File: src/rtl/cpu_pkg.sv
// Shared definitions for the cpu_ctrl16 control/execute stage and its register file:
// opcodes, controller states, instruction field positions and datapath widths.
package cpu_pkg;

  localparam int DATA_W  = 16;
  localparam int RADDR_W = 4;

  // Instruction field positions (LSB of each field)
  localparam int OPC_LSB = 12;
  localparam int RD_LSB  = 8;
  localparam int RA_LSB  = 4;
  localparam int RB_LSB  = 0;
  localparam int IMM_W   = 8;

  typedef enum logic [3:0] {
    OP_NOP  = 4'h0,
    OP_ADD  = 4'h1,
    OP_SUB  = 4'h2,
    OP_AND  = 4'h3,
    OP_OR   = 4'h4,
    OP_LDI  = 4'h5,
    OP_MOV  = 4'h6,
    OP_HALT = 4'hF
  } opcode_e;

  typedef enum logic [2:0] {
    IDLE   = 3'd0,
    DECODE = 3'd1,
    READ   = 3'd2,
    EXEC   = 3'd3,
    WB     = 3'd4,
    HALT   = 3'd5
  } ctrl_state_e;

  function automatic logic is_defined_op(input logic [3:0] opc);
    return (opc <= 4'h6) || (opc == 4'hF);
  endfunction

endpackage

File: src/rtl/alu16.sv
// Combinational ALU for cpu_ctrl16: ADD/SUB/AND/OR/MOV with zero and carry/borrow outputs.
import cpu_pkg::*;

module alu16 #(
  parameter int W = 16
) (
  input  logic [W-1:0] a,
  input  logic [W-1:0] b,
  input  opcode_e      op,
  output logic [W-1:0] result,
  output logic         zero,
  output logic         carry
);

  logic [W:0] sum;

  assign sum = {1'b0, a} + {1'b0, b};

  always_comb begin
    result = a;
    carry  = 1'b0;
    case (op)
      OP_ADD: begin
        result = sum[W-1:0];
        carry  = sum[W];
      end
      OP_SUB: begin
        result = a - b;
        carry  = (a < b);  // borrow
      end
      OP_AND:  result = a & b;
      OP_OR:   result = a | b;
      default: result = a;
    endcase
  end

  assign zero = (result == '0);

endmodule

File: src/rtl/cpu_ctrl16.sv
// Multi-cycle control/execute stage in front of a 16x16 register file.
// Define CPU_CTRL_ILLEGAL_TRAP_EN to make undefined opcodes halt instead of acting as NOP.
import cpu_pkg::*;

module cpu_ctrl16 #(
  parameter int DATA_W  = cpu_pkg::DATA_W,
  parameter int RADDR_W = cpu_pkg::RADDR_W
) (
  input  logic               clk,
  input  logic               reset,
  input  logic [DATA_W-1:0]  instr,
  input  logic               instr_valid,
  output logic               instr_ready,
  output logic               rf_write,
  output logic [RADDR_W-1:0] rf_wr_addr,
  output logic [DATA_W-1:0]  rf_wr_data,
  output logic [RADDR_W-1:0] rf_rd_addr_a,
  output logic [RADDR_W-1:0] rf_rd_addr_b,
  input  logic [DATA_W-1:0]  rf_rd_data_a,
  input  logic [DATA_W-1:0]  rf_rd_data_b,
  output logic               flag_z,
  output logic               flag_c,
  output logic               halted,
  output logic               illegal,
  output ctrl_state_e        dbg_state
);

  // Handshake: an instruction transfers on a rising edge where instr_valid && instr_ready;
  // instr_ready is high only in IDLE, and instr/instr_valid are ignored in every other state.

  ctrl_state_e       state, state_nxt;
  logic [DATA_W-1:0] ir;
  logic [DATA_W-1:0] result_q;
  opcode_e           op;
  logic [DATA_W-1:0] alu_res;
  logic              alu_zero, alu_carry;
  logic              op_defined;

  assign op         = opcode_e'(ir[OPC_LSB +: 4]);
  assign op_defined = is_defined_op(ir[OPC_LSB +: 4]);

  alu16 #(.W(DATA_W)) u_alu (
    .a      (rf_rd_data_a),
    .b      (rf_rd_data_b),
    .op     (op),
    .result (alu_res),
    .zero   (alu_zero),
    .carry  (alu_carry)
  );

  always_ff @(posedge clk) begin
    if (reset) begin
      state    <= IDLE;
      ir       <= '0;
      result_q <= '0;
      flag_z   <= 1'b0;
      flag_c   <= 1'b0;
    end else begin
      state <= state_nxt;
      if (state == IDLE && instr_valid)
        ir <= instr;
      if (state == DECODE && op == OP_LDI)
        result_q <= {{(DATA_W-IMM_W){ir[IMM_W-1]}}, ir[IMM_W-1:0]};
      if (state == EXEC) begin
        result_q <= alu_res;
        // MOV passes through the ALU but leaves both flags alone
        if (op == OP_ADD || op == OP_SUB || op == OP_AND || op == OP_OR)
          flag_z <= alu_zero;
        if (op == OP_ADD || op == OP_SUB)
          flag_c <= alu_carry;
      end
    end
  end

  always_comb begin
    state_nxt = state;
    case (state)
      IDLE:   if (instr_valid) state_nxt = DECODE;
      DECODE: begin
        case (op)
          OP_ADD, OP_SUB, OP_AND, OP_OR, OP_MOV: state_nxt = READ;
          OP_LDI:  state_nxt = WB;
          OP_NOP:  state_nxt = IDLE;
          OP_HALT: state_nxt = HALT;
`ifdef CPU_CTRL_ILLEGAL_TRAP_EN
          default: state_nxt = HALT;
`else
          default: state_nxt = IDLE;
`endif
        endcase
      end
      READ:    state_nxt = EXEC;
      EXEC:    state_nxt = WB;
      WB:      state_nxt = IDLE;
      HALT:    state_nxt = HALT;
      default: state_nxt = IDLE;
    endcase
  end

  assign instr_ready  = (state == IDLE) && !reset;
  assign rf_write     = (state == WB) && !reset;
  assign illegal      = (state == DECODE) && !op_defined && !reset;
  assign halted       = (state == HALT) && !reset;
  assign rf_wr_addr   = ir[RD_LSB +: RADDR_W];
  assign rf_rd_addr_a = ir[RA_LSB +: RADDR_W];
  assign rf_rd_addr_b = ir[RB_LSB +: RADDR_W];
  assign rf_wr_data   = result_q;
  assign dbg_state    = state;

endmodule

File: config.mk
export PLATFORM = sky130hd
export DESIGN_NAME = cpu_ctrl16
export DESIGN_NICKNAME = d
export VERILOG_FILES = /design/src/rtl/cpu_pkg.sv /design/src/rtl/alu16.sv /design/src/rtl/cpu_ctrl16.sv
export SDC_FILE = /design/constraint.sdc
export NUM_CORES = 1
export LEC_CHECK = 0
export CORE_AREA = 2 2 80 139
export CTS_CLUSTER_SIZE = 25
export DETAILED_ROUTE_END_ITERATION = 12
export DIE_AREA = 0 0 82 141
export GPL_TIMING_DRIVEN = 0
export PLACE_DENSITY = 0.68
export SYNTH_ARGS = -nofsm -noshare
export SYNTH_HDL_FRONTEND = slang
export SYNTH_SLANG_ARGS = --single-unit
export TNS_END_PERCENT = 1
File: constraint.sdc
create_clock -name clk -period 11.77 [get_ports clk]
set_input_delay 2.354 -clock clk [delete_from_list [all_inputs] [get_ports clk]]
set_output_delay 2.354 -clock clk [all_outputs]
set_load 0.01 [all_outputs]
Word level (Yosys, flattened, before mapping) --
Memory sizes are Yosys's and may differ from the RTL's. A register that Yosys moved wholly into a read port is not among the register bits. Index checks and enable logic that the tools add are counted. Widths: inputs -> output; s select.
Storage, ports and cells: memories 1, memory bits (writable) 0, register bits 37, input bits 51, latch bits 0, bits in read-only memories 48
Cells by class: bitwise logic cells 2, add/sub/neg operators 2, mux-type cells 8, equality and inequality tests 12, reductions and logical operators 18, shift-type cells 0, div/mod/pow operators 0, $mul 0, $lt $le $gt $ge 2
Memory list:
- (name not given) | depth 16, width 3, rd ports 1, clocked after memory_dff 1, write ports 0, RTL line cpu_ctrl16.sv:80 | case (op)
Operators by type and width (count):
- $pmux 16 s4 | 1
- $mux 16 | 2
- $add 16x16->17 | 1
- $and 16x16->16 | 1
- $logic_not 16->1 | 1
- $lt 16x16->1 | 1
- $or 16x16->16 | 1
- $sub 16x16->16 | 1
- $pmux 3 s5 | 1
- $eq 4x2->1 const B | 2
- $eq 4x3->1 const B | 2
- $mux 4 | 2
- $logic_and 1x1->1 | 7
- $eq 3x2->1 const B | 2
- $eq 3x3->1 const B | 2
- $eq 4x1->1 const B | 1
- $eq 4x4->1 const B | 1
- $le 4x3->1 const B | 1
- $logic_or 1x1->1 | 4
- $reduce_and 2->1 | 2
- $eq 3x1->1 const B | 1
- $logic_not 3->1 | 1
- $mux 3 | 1
- $logic_not 1->1 | 2
- other kinds (3) | 3

Depth between registers and ports, before layout --
Gate-level depths: netlist (run 1).
depth in word-level cells 5, mapped depth 14

Cells and area by module --
From an unflattened synthesis (run 1), not the netlist that was laid out.
Unflattened totals: cell total of the unflattened synthesis 581, area, all modules 4430.5 sq um
By module, submodules not included:
- alu16 | area each 2459.9 sq um, times used 1, cells an instance 364
- cpu_ctrl16 | area each 1970.6 sq um, times used 1, cells an instance 217

Worst setup path after synthesis (run 1) --
No wires, ideal clock.
path kind input to register, start point input rf_rd_data_a[0], end point register flag_z, arrival time 5.318 ns, stages 14, path slack 6.393 ns, setup time 0.059 ns, cell sequence inv_1 ha_1 inv_1 fa_1 nor2b_1 o311ai_2 a211oi_1 a221oi_2 a211oi_1 and3_2 a211oi_2 or4b_1 or4_1 nand2_1
On the way: word-level cells in the longest chain between the ends 3, elaborated cells on any way between the ends 6, classes of those cells add/sub: 2; mux: 1; bitwise: 2; reduce/logical: 1
Ends and longest elaborated chain:
- from (decl) | RTL line cpu_ctrl16.sv:19 | input logic [DATA_W-1:0] rf_rd_data_a,
- $sub 16x16->16, or another cell as far along | RTL line alu16.sv:28 | result = a - b;
- $pmux 16 s4 * | RTL line alu16.sv:22 | case (op)
- $logic_not 16->1 * | RTL line alu16.sv:37 | assign zero = (result == '0);
- to (signal assigned) | RTL line cpu_ctrl16.sv:68 | flag_z <= alu_zero;
- to (decl) | RTL line cpu_ctrl16.sv:21 | output logic flag_z,
Every way passes the cells marked *; elsewhere a longest branch is shown, timed or not. A chain may end at the register's enable or synchronous reset.

Worst setup path in the final report (run 1) --
start point input reset, end point output instr_ready
On the way: word-level cells in the longest chain between the ends 2
Ends and longest elaborated chain:
- from (decl) | RTL line cpu_ctrl16.sv:10 | input logic reset,
- $logic_not 1->1 | RTL line cpu_ctrl16.sv:100 | assign instr_ready = (state == IDLE) && !reset;
- $logic_and 1x1->1 | RTL line cpu_ctrl16.sv:100
- to (decl) | RTL line cpu_ctrl16.sv:13 | output logic instr_ready,
Every way passes these cells.

==> impl_metrics.toml, run 1 <==
[grt]
grt_max_degree = 14
grt_pass1_vias = 4839
antenna_found_initial = 0
grt-ovfl-total = 0
track_usage = 0.272
grt_pass1_wl_mm = 24.4

[power_and_ir_drop]
p_clk_frac = 0.303
ir_worst_vdd_uv = 93.8
p_int_mw = 0.330
power-per-cell-area_nw_per_um2 = 88.7
p_switching_mw = 0.181
combPwrFrac = 0.414
seqPwrFrac = 0.283
p_sw_frac = 0.355
p_leak_nw = 2.35
finalPower_mw = 0.511

[floorplan]
dieHeight_um = 141
ios = 88
initial_utilization = 0.434
core_area_um2 = 10500
dieWidth_um = 82
row_count = 50
dieArea_um2 = 11600

[worst_hold_path]
holdCritPathClass = "flip-flop to flip-flop"
holdPathEnd = "ir[8]"
min_from = "ir[8]"
min_path_cells = 2

[clocking]
cts_tree = "done"
cts-htree-levels = 2
cts_buffers = 5
path_clk_slew_ps = 70
clk_latency_ps = 290
cts_resized = 0
cts_hold_buffers = 0
clockBufferDepth = 2
post-cts-setup-buffers = 0
cts_sinks = 40
cts_root_buffer = "clkbuf_16"

[cells_and_area]
diodes = 0
fillers = 1032
regArea_um2 = 801
area.growth.synth_to_final_pct = 26.3
drive_gt1_frac = 0.0850
multiInputGateArea_um2 = 3220
fin_nets = 843

[placed_design]
dp_hpwl_mm = 12.6
place_ws_ps = 5190
io_buffer_count = 87
gp_congestion = 0.988

[yosys]
synth-main-ff-cell = "dfxtp_1"
synth_area_leaders = "dfxtp_1 (18%), ha_1 (14%), a21oi_1 (8.2%)"
synth_nets = 749
yosys.area.top_type_share = 0.176
synth_top_area_cell = "dfxtp_1"
ys_types = 77
ys_warn_count = 0
synth.yosys.seq_area_share = 0.176
synth-seq-cells = 40
syn_area_um2 = 4560
syn_area_per_cell_um2 = 7.06
netlist_instances = 646
async_reset_ff_frac = 0
synth_edf_count = 0

[detailed_routing]
wirelength_mm = 15.8
drc = 0
wl_per_cell_um = 18.1
drt-vias-per-instance = 5.90
ant_nets = 0
drtPass1Iterations = 5
drt_iter0_markers = 275
via_count = 5140

[worst_setup_path]
rr_startpoint = "ir[13]"
reg2reg_setup_slack_ps = 8410
start_kind = "input port"
worstPathRequired_ps = 9420
cp_max_fo = 10
rr_worst_depth = 12
rr_endpoint = "flag_z"
cp.arrival_ps = 4260
worstSetupPathType = "input port to output port"
end_kind = "output port"

[sta]
slew_violations = 0
max_freq_ghz = 0.151
hold_violations = 0
setup_violations = 0
min_period_ps = 6610
tns_ps = 0
period_share = 0.562
tightest_slew_ps = 982
skew_ps = 12.2
rsz0062_at_grt = "no"
slew_headroom = 0.336
setup_slack_ps = 5160

[job]
drv_cap = 0

[run_status]
status = "completed"
per-stage QoR:
step           hold slack [ps]  utilization  cells  area (um2)
6_report                   456        0.548    871        5760
5_1_grt                    481        0.548    871        5760
4_1_cts                    458        0.548    871        5760
3_5_place_dp               448        0.532    863        5590
3_3_place_gp               442        0.532    863        5590
2_1_floorplan              437            -    646        4560
power groups by stage:
stage / registers, mW / clock network (mW) / logic, mW
2_1_floorplan: 0.147 / 0 / 0.134
3_3_place_gp: 0.147 / 0 / 0.204
3_5_place_dp: 0.147 / 0 / 0.206
4_1_cts: 0.144 / 0.156 / 0.208
5_1_grt: 0.145 / 0.159 / 0.230
6_report: 0.144 / 0.155 / 0.211
worst max path at each step:
| stage | start | end | slack, ps | depth (start not counted) |
|---|---|---|---|---|
| after floorplan | rf_rd_data_a[0] | flag_z | 6390 | 14 |
| after global placement | reset | instr_ready | 5200 | 5 |
| after detailed placement | reset | instr_ready | 5190 | 5 |
| after CTS | reset | instr_ready | 5190 | 5 |
| after global routing | reset | instr_ready | 5120 | 5 |
| final | reset | instr_ready | 5160 | 5 |
registers in the layout, indices dropped and copies added (netlist names), named ones only:
| name | count |
|---|---|
| rf_wr_data | 16 |
| flag_z | 1 |
| dbg_state | 3 |
| ir | 16 |
| flag_c | 1 |
worst max-delay path, stage by stage:
cell             delay (ps)
clkdlybuf4s50_1         540
buf_6                   210
clkbuf_1                280
nor4_1                  270
clkdlybuf4s50_1         590
cells by family after synthesis:
kind of cell,Yosys count,share of synthesized area
multiplexers,9,0.0206
adder cells (fa/ha/maj),52,0.146
AO/OA/AOI/OAI,194,0.285
buffers and inverters,108,0.118
AND/OR/NAND/NOR,237,0.244
XOR/XNOR,6,0.0115
flip-flops,40,0.176
placed cells by master (no fill, tap or decap), types with 4 or more instances in the layout:
master / n
nand4_1: 5
nand2_1: 71
buf_4: 15
clkbuf_1: 24
clkbuf_16: 5
inv_1: 50
buf_1: 5
clkdlybuf4s50_1: 87
a211oi_1: 25
o31ai_1: 7
nor3_1: 23
buf_6: 5
ha_1: 50
nor2b_1: 6
a22oi_1: 6
nor4_1: 4
nand2b_1: 5
buf_2: 6
nor2_1: 79
nor3b_1: 5
a31oi_1: 5
xnor2_1: 4
mux2i_1: 6
a21oi_1: 75
nand3_1: 12
o21a_1: 6
or4_1: 4
o21ai_0: 21
dfxtp_1: 40
o211ai_1: 4
cell usage after synthesis (all sizes together), types with 4 or more instances:
library cell and number:
nor2 79, a21oi 75, nand2 71, ha 50
inv 50, dfxtp 40, buf 31, a211oi 27
clkbuf 27, nor3 24, o21ai 21, nand3 12
o31ai 7, a22oi 6, mux2i 6, nor2b 6
nor3b 6, o21a 6, a31oi 5, nand2b 5
nand4 5, or4 5, and3 4, nor4 4
o211ai 4, o22a 4, xnor2 4
layout make-up:
| cell class | instances | area share |
|---|---|---|
| plain buffers | 58 | 0.0606 |
| clock buffers | 5 | 0.0217 |
| clock inverters | 3 | 0.00738 |
| inverters | 50 | 0.0326 |
| multi-input cells | 498 | 0.559 |
| flip-flops and latches | 40 | 0.139 |
| well taps | 130 | 0.0282 |
| repair buffers | 87 | 0.151 |
layer usage:
metal  GRT usage  part of all wire  vias up
met5           0                 0        -
met4       0.150             0.049        0
met3      0.0160             0.058       52
met2       0.504              0.53      253
met1       0.292              0.36     2379
li1            -                 -     2456
(Power assumes the default switching activity.)
==> run 2, diff against run 1 <==
- PLACE_DENSITY: 0.68 -> 0.71
- clock period: 11.77 -> 5.5 ns (I/O delays scaled with it)
==> impl_metrics.toml, run 2 (synthesized netlist as in run 1, its figures left out) <==
[sta]
slew_violations = 0
tns_ps = 0
min_period_ps = 5120
setup_slack_ps = 378
slew_headroom = 0.310
tightest_slew_ps = 1020
period_share = 0.931
rsz0062_at_grt = "no"
max_freq_ghz = 0.195
hold_violations = 0
setup_violations = 0
skew_ps = 6.22

[floorplan]
initial_utilization = 0.434
dieArea_um2 = 11600
dieWidth_um = 82
dieHeight_um = 141
ios = 88
row_count = 50
core_area_um2 = 10500

[placed_design]
place_ws_ps = 156
gp_congestion = 0.971
io_buffer_count = 87
dp_hpwl_mm = 12.5

[detailed_routing]
wirelength_mm = 15.7
ant_nets = 0
via_count = 5111
drtPass1Iterations = 7
wl_per_cell_um = 18.0
drc = 0
drt_iter0_markers = 334
drt-vias-per-instance = 5.87

[cells_and_area]
area.growth.synth_to_final_pct = 25.9
diodes = 0
fin_nets = 843
drive_gt1_frac = 0.0823
final_common_cell = "clkdlybuf4s50_1"
fillers = 1054
layout_common_cells = "clkdlybuf4s50_1 (87), nor2_1 (79), a21oi_1 (75), nand2_1 (71)"

[run_status]
status = "completed"

[clocking]
cts_root_buffer = "clkbuf_16"
post-cts-setup-buffers = 0
clockBufferDepth = 2
cts_tree = "done"
cts_buffers = 5
cts_resized = 0
clk_latency_ps = 280
cts_hold_buffers = 0
cts_sinks = 40
cts-htree-levels = 2
path_clk_slew_ps = 50

[worst_setup_path]
start_kind = "input port"
cp.arrival_ps = 5350
worstSetupPathType = "input port to flip-flop"
end_kind = "flip-flop"
worstPathRequired_ps = 5730
cp_max_fo = 4

[grt]
track_usage = 0.273
grt_pass1_vias = 5076
grt-ovfl-total = 0
grt_pass1_wl_mm = 24.7
antenna_found_initial = 0
grt_max_degree = 12

[worst_hold_path]
holdCritPathClass = "flip-flop to flip-flop"

[power_and_ir_drop]
power-per-cell-area_nw_per_um2 = 183
p_leak_nw = 2.34
finalPower_mw = 1.05
ir_worst_vdd_uv = 208

[job]
drv_cap = 0
run 2: cell count changes in the layout (fill, tap and decap cells not counted):
cell,before,now
clkbuf_1,24,26
bufinv_16,1,0
clkbuf_8,3,4
clkinvlp_4,1,0
clkinv_2,1,0
run 2: final timing paths:
path | startpoint | end | slack [ps] | cells after the start
worst max-delay path | rf_rd_data_a[0] | flag_z | 380 | 15
worst min-delay path | ir[9] | ir[9] | 460 | 2
worst max register to register | ir[13] | flag_z | 2040 | 12
worst min register to register | ir[9] | ir[9] | 460 | 2
run 2: through the flow:
stage	utilization	hold WS [ps]	std cells	area, um2
final	0.546	456	871	5740
after global routing	0.546	478	871	5740
after CTS	0.546	459	871	5740
after detailed placement	0.532	451	863	5590
after global placement	0.532	442	863	5590
after floorplan	-	437	646	4560
run 2: metal layers:
layer | part of all wire | vias to the layer above | wire length (um) | track usage
li1 | - | 2455 | - | -
met1 | 0.36 | 2383 | 5610 | 0.283
met2 | 0.53 | 215 | 8380 | 0.512
met3 | 0.059 | 58 | 920 | 0.0250
met4 | 0.048 | 0 | 754 | 0.155
met5 | 0 | - | 0 | 0
run 2: worst max-delay path, cell delays in order:
cell and delay, ps:
clkdlybuf4s50_1 500, inv_1 170, ha_1 190, inv_1 70, fa_1 400, nor2b_1 170, o311ai_2 410, a211oi_1 200
a221oi_2 350, a211oi_1 180, and3_2 250, a211oi_2 270, or4b_1 520, or4_1 480, nand2_1 70
run 2: where the power goes:
group / total (mW) / switching, mW / internal (mW)
Combinational: 0.452 / 0.262 / 0.190
Sequential: 0.309 / 0.00698 / 0.302
Clock: 0.291 / 0.110 / 0.181
run 2: layout make-up:
type,count,area (um2),share of cell area
buffer,58,349,0.0608
clock buffer,8,146,0.0255
inverter,50,188,0.0327
multi-input combinational,498,3220,0.561
sequential,40,801,0.139
tap,130,163,0.0283
timing repair buffer,87,871,0.152
